### config.mk
export PLATFORM = sky130hd
export DESIGN_NAME = uart_tx_arbiter
export DESIGN_NICKNAME = d
export VERILOG_FILES = /design/src/rtl/uart_arb_pkg.sv /design/src/rtl/uart_tx_arbiter_rr_pick.sv /design/src/rtl/uart_tx_arbiter.sv
export SDC_FILE = /design/constraint.sdc
export NUM_CORES = 1
export LEC_CHECK = 0
export CAP_MARGIN = 20
export CORE_ASPECT_RATIO = 0.6
export CORE_MARGIN = 2
export CORE_UTILIZATION = 48
export CTS_CLUSTER_DIAMETER = 120
export CTS_CLUSTER_SIZE = 24
export DETAILED_ROUTE_END_ITERATION = 6
export GPL_TIMING_DRIVEN = 0
export PLACE_DENSITY = 0.85
export SETUP_SLACK_MARGIN = 0.15
export SYNTH_ARGS = -nofsm -noshare
export SYNTH_HDL_FRONTEND = slang
export SYNTH_SLANG_ARGS = --single-unit
### constraint.sdc
create_clock -name clk -period 5.4 [get_ports clk]
set_clock_uncertainty 0.05 [all_clocks]
set_input_delay 0.54 -clock clk [delete_from_list [all_inputs] [get_ports clk]]
set_output_delay 0.54 -clock clk [all_outputs]
set_load 0.02 [all_outputs]
### src/rtl/uart_arb_pkg.sv
// Shared types and helpers for the uart transmit arbiter.
// Optional statistics are enabled with UART_ARB_STATS_EN.
package uart_arb_pkg;

  typedef enum logic [1:0] {
    IDLE,
    LAUNCH,
    WAIT_BUSY,
    WAIT_DONE
  } arb_state_t;

  localparam int STAT_W = 16;

  function automatic int clog2_min1(input int n);
    return (n <= 2) ? 1 : $clog2(n);
  endfunction

endpackage

### src/rtl/uart_tx_arbiter_rr_pick.sv
// Round-robin picker: first requester strictly after last_ptr,
// wrapping modulo N (rotate, priority-find, unrotate).
module rr_pick
  import uart_arb_pkg::*;
#(
  parameter  int N  = 4,
  localparam int IW = clog2_min1(N)
) (
  input  logic [N-1:0]  req,
  input  logic [IW-1:0] last_ptr,
  output logic [N-1:0]  grant,
  output logic [IW-1:0] grant_idx,
  output logic          any
);

  logic [2*N-1:0] dbl;
  logic [N-1:0]   rot;
  int             pos;

  always_comb begin
    dbl = {req, req};
    rot = dbl[int'(last_ptr) + 1 +: N];
    any = 1'b0;
    pos = 0;
    // Scan downwards so the lowest rotated offset wins.
    for (int k = N - 1; k >= 0; k--) begin
      if (rot[k]) begin
        any = 1'b1;
        pos = (int'(last_ptr) + 1 + k) % N;
      end
    end
    grant_idx = IW'(pos);
    grant     = any ? (N'(1) << pos) : '0;
  end

endmodule

### src/rtl/uart_tx_arbiter.sv
// Shares one uart transmitter between NUM_REQ byte sources with packet locking.
// Define UART_ARB_STATS_EN to add per-requester byte counters.
module uart_tx_arbiter
  import uart_arb_pkg::*;
#(
  parameter  int NUM_REQ      = 4,
  parameter  int DATA_BITS    = 8,
  parameter  int MAX_BURST    = 16,
  parameter  int BUSY_TIMEOUT = 16,
  localparam int IW           = clog2_min1(NUM_REQ)
) (
  input  logic                           clk,
  input  logic                           rst,
  input  logic [NUM_REQ-1:0]             req_valid,
  input  logic [NUM_REQ*DATA_BITS-1:0]   req_data,
  input  logic [NUM_REQ-1:0]             req_last,
  output logic [NUM_REQ-1:0]             req_ready,
  output logic [IW-1:0]                  grant_id,
  output logic                           grant_active,
  output logic [DATA_BITS-1:0]           uart_tx_data,
  output logic                           uart_tx_start,
  input  logic                           uart_tx_busy,
  output logic                           err_timeout
`ifdef UART_ARB_STATS_EN
  ,
  output logic [NUM_REQ*STAT_W-1:0]      stat_bytes,
  input  logic                           stat_clr
`endif
);

  localparam int TW = clog2_min1(BUSY_TIMEOUT + 1);

  arb_state_t     state;
  arb_state_t     state_nxt;
  logic [IW-1:0]  rr_ptr;
  logic           pkt_last;
  logic [7:0]     burst_cnt;
  logic [TW-1:0]  tmo_cnt;

  logic [NUM_REQ-1:0]   pick_grant;
  logic [IW-1:0]        pick_idx;
  logic                 pick_any;
  logic                 idle_go;
  logic                 tmo_hit;
  logic                 busy_tmo;
  logic                 done_evt;
  logic                 keep;
  logic [DATA_BITS-1:0] pick_data;
  logic [DATA_BITS-1:0] own_data;

  rr_pick #(.N(NUM_REQ)) u_pick (
    .req       (req_valid),
    .last_ptr  (rr_ptr),
    .grant     (pick_grant),
    .grant_idx (pick_idx),
    .any       (pick_any)
  );

  always_comb begin
    pick_data = req_data[int'(pick_idx)*DATA_BITS +: DATA_BITS];
    own_data  = req_data[int'(grant_id)*DATA_BITS +: DATA_BITS];
    idle_go   = (state == IDLE) && pick_any && !uart_tx_busy;
    tmo_hit   = tmo_cnt == TW'(BUSY_TIMEOUT - 1);
    busy_tmo  = (state == WAIT_BUSY) && !uart_tx_busy && tmo_hit;
    done_evt  = (state == WAIT_DONE) && !uart_tx_busy;
    keep      = req_valid[grant_id] && !pkt_last
             && (burst_cnt < 8'(MAX_BURST));
  end

  always_ff @(posedge clk) begin
    if (rst) state <= IDLE;
    else     state <= state_nxt;
  end

  always_comb begin
    state_nxt = state;
    unique case (state)
      IDLE:      if (idle_go) state_nxt = LAUNCH;
      LAUNCH:    state_nxt = WAIT_BUSY;
      WAIT_BUSY: begin
        if (uart_tx_busy) state_nxt = WAIT_DONE;
        else if (tmo_hit) state_nxt = IDLE;
      end
      WAIT_DONE: if (done_evt) state_nxt = keep ? LAUNCH : IDLE;
    endcase
  end

  always_comb begin
    uart_tx_start = (state == LAUNCH);
    req_ready     = '0;
    if (state == LAUNCH) req_ready[grant_id] = 1'b1;
  end

  always_ff @(posedge clk) begin
    if (rst) begin
      rr_ptr       <= IW'(NUM_REQ - 1);
      grant_id     <= '0;
      grant_active <= 1'b0;
      uart_tx_data <= '0;
      pkt_last     <= 1'b0;
      burst_cnt    <= '0;
      tmo_cnt      <= '0;
      err_timeout  <= 1'b0;
    end else begin
      if (idle_go) begin
        grant_id     <= pick_idx;
        uart_tx_data <= pick_data;
        pkt_last     <= req_last[pick_idx];
        grant_active <= 1'b1;
      end
      if (state == LAUNCH) begin
        burst_cnt <= burst_cnt + 8'd1;
        tmo_cnt   <= '0;
      end
      if (state == WAIT_BUSY && !uart_tx_busy && !tmo_hit)
        tmo_cnt <= tmo_cnt + 1'b1;
      if (busy_tmo) err_timeout <= 1'b1;
      if (done_evt && keep) begin
        uart_tx_data <= own_data;
        pkt_last     <= req_last[grant_id];
      end
      // Lock release: timeout drop or end of packet/burst/valid.
      if (busy_tmo || (done_evt && !keep)) begin
        rr_ptr       <= grant_id;
        burst_cnt    <= '0;
        grant_active <= 1'b0;
      end
    end
  end

`ifdef UART_ARB_STATS_EN
  logic [STAT_W-1:0] stat_cur;

  assign stat_cur = stat_bytes[int'(grant_id)*STAT_W +: STAT_W];

  always_ff @(posedge clk) begin
    if (rst || stat_clr) begin
      stat_bytes <= '0;
    end else if (state == WAIT_BUSY && uart_tx_busy && stat_cur != '1) begin
      stat_bytes[int'(grant_id)*STAT_W +: STAT_W] <= stat_cur + 1'b1;
    end
  end
`endif

endmodule
After elaboration in Yosys (flattened, before gate mapping)
Cells that the tools add are included.

Register bits: 30. Bits of input ports: 43. Output and inout port bits: 17. Logic and storage cells: 79.

Add/subtract/negate cells: 6. $lt $le $gt $ge: 4. Equality and inequality tests: 7. Shifts and indexed selects: 3. Muxes and demuxes: 29. Reduce and logical (&&, ||, !) cells: 21.

Operator list (number): $add 32x3->32 const B (2); $shiftx 32x6->8 (2); $add 32x2->32 const B (1); $mux 2 (8); $mux 8 (2); $logic_and 1x1->1 (11); $mux 1 (11); $mux 5 (2); $add 8x1->8 const B (1); $lt 8x5->1 const B (1); $pmux 2 s4 (1); $shiftx 8x4->4 (1); $bmux 1 s2 (3); $lt 2x3->1 const B (2); $add 5x1->5 const B (1); $eq 5x4->1 const B (1); $eq 2x2->1 const B (2); $logic_not 1->1 (4); $mux 4 (1); $ne 2x2->1 const B (2); $reduce_bool 2->1 (2); $add 2x1->3 const B (1); $ne 3x3->1 const B (1); $reduce_and 3->1 (1); 6 further kinds (6).

Depth between registers and ports, before layout
Depth after elaboration: 10. Depth in mapped cells: 8.

Modules after synthesis
From an unflattened synthesis, not the netlist that was laid out.

Cell total of the unflattened synthesis: 208. Area total of the unflattened synthesis: 1796.7 µm².

By module, submodules not included: uart_tx_arbiter (instances 1, cells each 174, area an instance 1580.3 µm²); rr_pick (instances 1, cells each 34, area an instance 216.5 µm²).

Worst setup path after synthesis
OpenSTA, ideal clock, no wires.

Path type: register -> register. Start point: register grant_id[0]. End point: register uart_tx_data[0]. Library setup time: 141 ps. Data arrival time: 2189 ps. Required time: 5209 ps. Setup slack: 3020 ps. Stages on the path, launching flop included: 9. Clock period less this slack: 2380 ps. Cells stage by stage: dfxtp_1 -> buf_6 -> mux4_2 -> and3_4 -> nand2_4 -> mux2i_4 -> buf_12 -> mux2i_1 -> o221ai_1.

Cells in the longest elaborated chain, start to end: 6. Elaborated cells between the ends (all ways): 8.

RTL lines: start: declaration (RTL line uart_tx_arbiter.sv:18) `output logic [IW-1:0] grant_id,`; start signal: assignment (RTL line uart_tx_arbiter.sv:106) `grant_id <= pick_idx;`; branches (longest 6 deep; another with $shiftx 32x6->8); end signal: assignment (RTL line uart_tx_arbiter.sv:107) `uart_tx_data <= pick_data;`; end signal: assignment (RTL line uart_tx_arbiter.sv:119) `uart_tx_data <= own_data;`; end: declaration (RTL line uart_tx_arbiter.sv:20) `output logic [DATA_BITS-1:0] uart_tx_data,`.

Several ways; the timed one is not identified. The select of a mux whose other input is x is not followed. A chain may end at the register's enable or synchronous reset.

Final worst setup path
Start point: register state[1]. End point: output req_ready[3].

Cells in the longest elaborated chain, start to end: 2.

RTL lines: start: declaration (RTL line uart_tx_arbiter.sv:33) `arb_state_t state;`; start signal: assignment (RTL line uart_tx_arbiter.sv:72) `else state <= state_nxt;`; $eq 2x1->1 (RTL line uart_tx_arbiter.sv:91) `if (state == LAUNCH) req_ready[grant_id] = 1'b1;`; $mux 4 (RTL line uart_tx_arbiter.sv:91); end: declaration (RTL line uart_tx_arbiter.sv:17) `output logic [NUM_REQ-1:0] req_ready,`.

Every way passes these cells.

==> results.yml <==
power_and_ir_drop:
  switching_share_pct: 28.3
  comb_power_share_pct: 26.2
  intPower_w: 0.000401
  switching_power_w: 0.000158
  ir_drop_mv: 0.142
  flop_pwr_share_pct: 43.7
  total_leakage_power_nw: 0.978
  power.share.clock_pct: 30.0
  cellPowerDensity_nw_per_um2: 235
grt:
  global_route_overflow: 0
  grt_pass1_vias: 1501
  grt_antenna_before_repair: 0
  grt_max_degree: 11
  global_route.usage.total_pct: 24.4
  grt_pass1_wl_um: 7400
worst_setup_path:
  critical_path.max_stage_delay_ps: 530
  path_class: "flip-flop to primary output"
  worst-endpoint-arrival_ps: 2280
  worst_path_dominant_cell_family: "buffers and inverters"
  crit_path_max_fanout: 10
  worst-path-buf-inv: 3
  critical-path-slowest-cell: "sky130_fd_sc_hd__clkdlybuf4s50_1"
  worstPathCellList: "nand2b_1 > clkbuf_1 > clkinv_1 > and3_2 > clkdlybuf4s50_1"
  critical_path_startpoint_category: "flip-flop"
  kind_of_end_point_of_the_critical_path: "primary output"
  worst_ep_required_time_ps: 4810
run_status:
  status: "complete, no violations"
timing:
  final_min_period_over_clock_period_pct: 53.2
  max_freq_mhz: 348
  final_max_slew_violation_count: 0
  final_hold_viols: 0
  setup_total_neg_slack_ps: 0
  finalSetupViolCount: 0
  period_needed_ps: 2870
  max_slew_margin_pct: 39.0
  tightestPinTransition_ps: 902
  rsz0062_at_grt: "false"
  timing.final.ws_setup_ps: 2530
die:
  number_of_placed_i_o_pins: 60
  die_height_um: 49.5
  die-area_um2: 3960
  fp.coreArea_um2: 3280
  rows: 16
  initial_cell_density_of_the_core_pct: 50.5
  floorplan.die.width_um: 79.9
logic_synthesis:
  synth_nets: 233
  ys_warn_count: 0
  synth_cell_types: 42
  synth_flop_cell: "sky130_fd_sc_hd__dfxtp_1"
  yosys_register_bits: 30
  synth_area_um2: 1660
  synthMostInstantiatedCell: "sky130_fd_sc_hd__dfxtp_1"
  post_synth_most_frequent_cells: "30 x sky130_fd_sc_hd__dfxtp_1, 28 x sky130_fd_sc_hd__nor2_1, 22 x sky130_fd_sc_hd__nand2_1"
  synth_enable_flop_cells: 0
  post_synth_inst_count: 187
  synthesized_area_divided_by_synthesized_cell_count_um2: 8.87
  synthDominantCellAreaShare_pct: 36.2
  synth_area_leader_cell: "sky130_fd_sc_hd__dfxtp_1"
  yosysSeqAreaShare_pct: 36.2
  ys_top_cells_by_area: "sky130_fd_sc_hd__dfxtp_1 36%, sky130_fd_sc_hd__mux2i_1 11%, sky130_fd_sc_hd__nor2_1 6.3%"
  synth_async_sr_flop_share_pct: 0
clock_network:
  post_cts_hold_buffer_count: 0
  ctsLongestPathBuffers: 2
  clk_pin_slew_ps: 60
  cts_tree: "built"
  ctsResizeCount: 0
  post_cts.repair.setup_buffers: 0
  clock-root-buffer: "sky130_fd_sc_hd__clkbuf_8"
  numCtsBuffers: 5
  number_of_clock_sinks: 30
  htree_num_levels: 2
  worstSkewPairLatency_ps: 280
detailed_routing:
  drt-total-wl_um: 4520
  vias: 1644
  first_pass_iters: 4
  drc_errors: 0
  via_per_inst: 5.52
  average_routed_wire_per_standard_cell_um: 15.2
  detail_route.iter0.violations: 155
  remaining_number_of_nets_flagged_by_the_antenna_check_after_routing: 0
layout:
  syn_to_final_growth_pct: 43.6
  insertedDiodeCount: 0
  design.final.nets: 299
  num-fill-cells: 265
  multiInputGateArea_um2: 978
  sequential_cell_area_um2: 601
  drive_gt1_share_pct: 7.11
job:
  max-cap-violations: 0
placed_design:
  hpwl_detailed_um: 3450
  numPortBuffers: 59
  globalplace.congestion: 0.849
  place_worst_setup_slack_ps: 2360
hold_path:
  min_path_type: "flip-flop to flip-flop"
==> power groups by stage <==
stage	clock network, W	registers, W	logic, W
final	0.000168	0.000245	0.000146
after global routing	0.000175	0.000247	0.000158
after CTS	0.000169	0.000244	0.000146
after detailed placement	0	0.000249	0.000145
after global placement	0	0.000248	0.000143
after floorplan	0	0.000258	0.0000659
==> metal layers <==
layer | vias up | GRT usage, % | wire (um)
li1 | 807 | - | -
met1 | 758 | 38.7 | 2230
met2 | 72 | 31.5 | 1840
met3 | 7 | 5.31 | 384
met4 | 0 | 9.04 | 69
met5 | - | 0 | 0
==> sequential cells by signal (all words and copies together), names as in the netlist <==
register / flops
burst_cnt: 8
uart_tx_data: 8
tmo_cnt: 5
grant_id: 2
rr_ptr: 2
state: 2
err_timeout: 1
grant_active: 1
pkt_last: 1
==> through the flow <==
stage          instance area, um2  power (W)  instances  util (%)  hold slack, ps
5_1_grt                      2380   0.000579        298      72.6             433
4_1_cts                      2380   0.000559        298      72.6             419
3_5_place_dp                 2310   0.000394        291      70.2             401
6_report                     2380   0.000559        298      72.6             418
2_1_floorplan                1660   0.000324        187         -             379
3_3_place_gp                 2310   0.000391        291      70.2             393
==> worst reg2reg max path: cells and delay by family, from the launching register on <==
| family | cells | cell delay (ps) |
|---|---|---|
| simple gates | 2 | 290 |
| mux | 3 | 1210 |
| compound gates | 1 | 160 |
| flops | 1 | 340 |
| buf+inv | 2 | 360 |
==> cell type report <==
cell class | count | share of cell area (%)
multi-input cells | 145 | 41.1
flip-flops and latches | 30 | 25.2
repair buffers | 59 | 24.8
clock buffers | 7 | 3.20
plain buffers | 7 | 2.57
well taps | 45 | 2.36
inverters | 5 | 0.788
==> cells in the final DEF (no fill, tap or decap), types with 2 or more instances in the layout <==
master and n:
sky130_fd_sc_hd__a31oi_1 3, sky130_fd_sc_hd__and3_2 2, sky130_fd_sc_hd__mux4_2 2, sky130_fd_sc_hd__xor2_1 7, sky130_fd_sc_hd__a211oi_1 2, sky130_fd_sc_hd__and3_1 2, sky130_fd_sc_hd__nand2b_1 5, sky130_fd_sc_hd__clkbuf_8 6
sky130_fd_sc_hd__inv_1 4, sky130_fd_sc_hd__nand2_1 22, sky130_fd_sc_hd__clkdlybuf4s50_1 59, sky130_fd_sc_hd__mux2i_1 18, sky130_fd_sc_hd__o221ai_1 9, sky130_fd_sc_hd__nand3_1 6, sky130_fd_sc_hd__nand4_1 2, sky130_fd_sc_hd__ha_1 3
sky130_fd_sc_hd__dfxtp_1 30, sky130_fd_sc_hd__o21ai_0 3, sky130_fd_sc_hd__nor2_1 28, sky130_fd_sc_hd__clkbuf_1 4, sky130_fd_sc_hd__nor3_1 5, sky130_fd_sc_hd__a21oi_1 10
==> logic make-up (layout without fill, tap and decap cells) <==
group	Yosys count	in the layout	synth area share, %
muxes	22	22	16.5
and+or+nand+nor	80	80	23.1
buffers and inverters	12	78	4.83
AOI/OAI and AO/OA	33	33	13.4
xor gates and xnor gates	7	7	3.70
adders and majority gates	3	3	2.26
DFF	30	30	36.2
==> path summary, 6_finish.rpt <==
kind / start / to / slack [ps] / cells past startpoint
worst max-delay path: state[1]$_SDFFE_PP0P_ / req_ready[3] / 2530 / 5
worst min-delay path: uart_tx_data[0]$_SDFFE_PP0P_ / uart_tx_data[0]$_SDFFE_PP0P_ / 420 / 2
worst max register to register: grant_id[0]$_SDFFE_PP0P_ / uart_tx_data[3]$_SDFFE_PP0P_ / 2850 / 8
worst min register to register: uart_tx_data[0]$_SDFFE_PP0P_ / uart_tx_data[0]$_SDFFE_PP0P_ / 420 / 2
No activity file was read; power rests on OpenSTA's default activity.
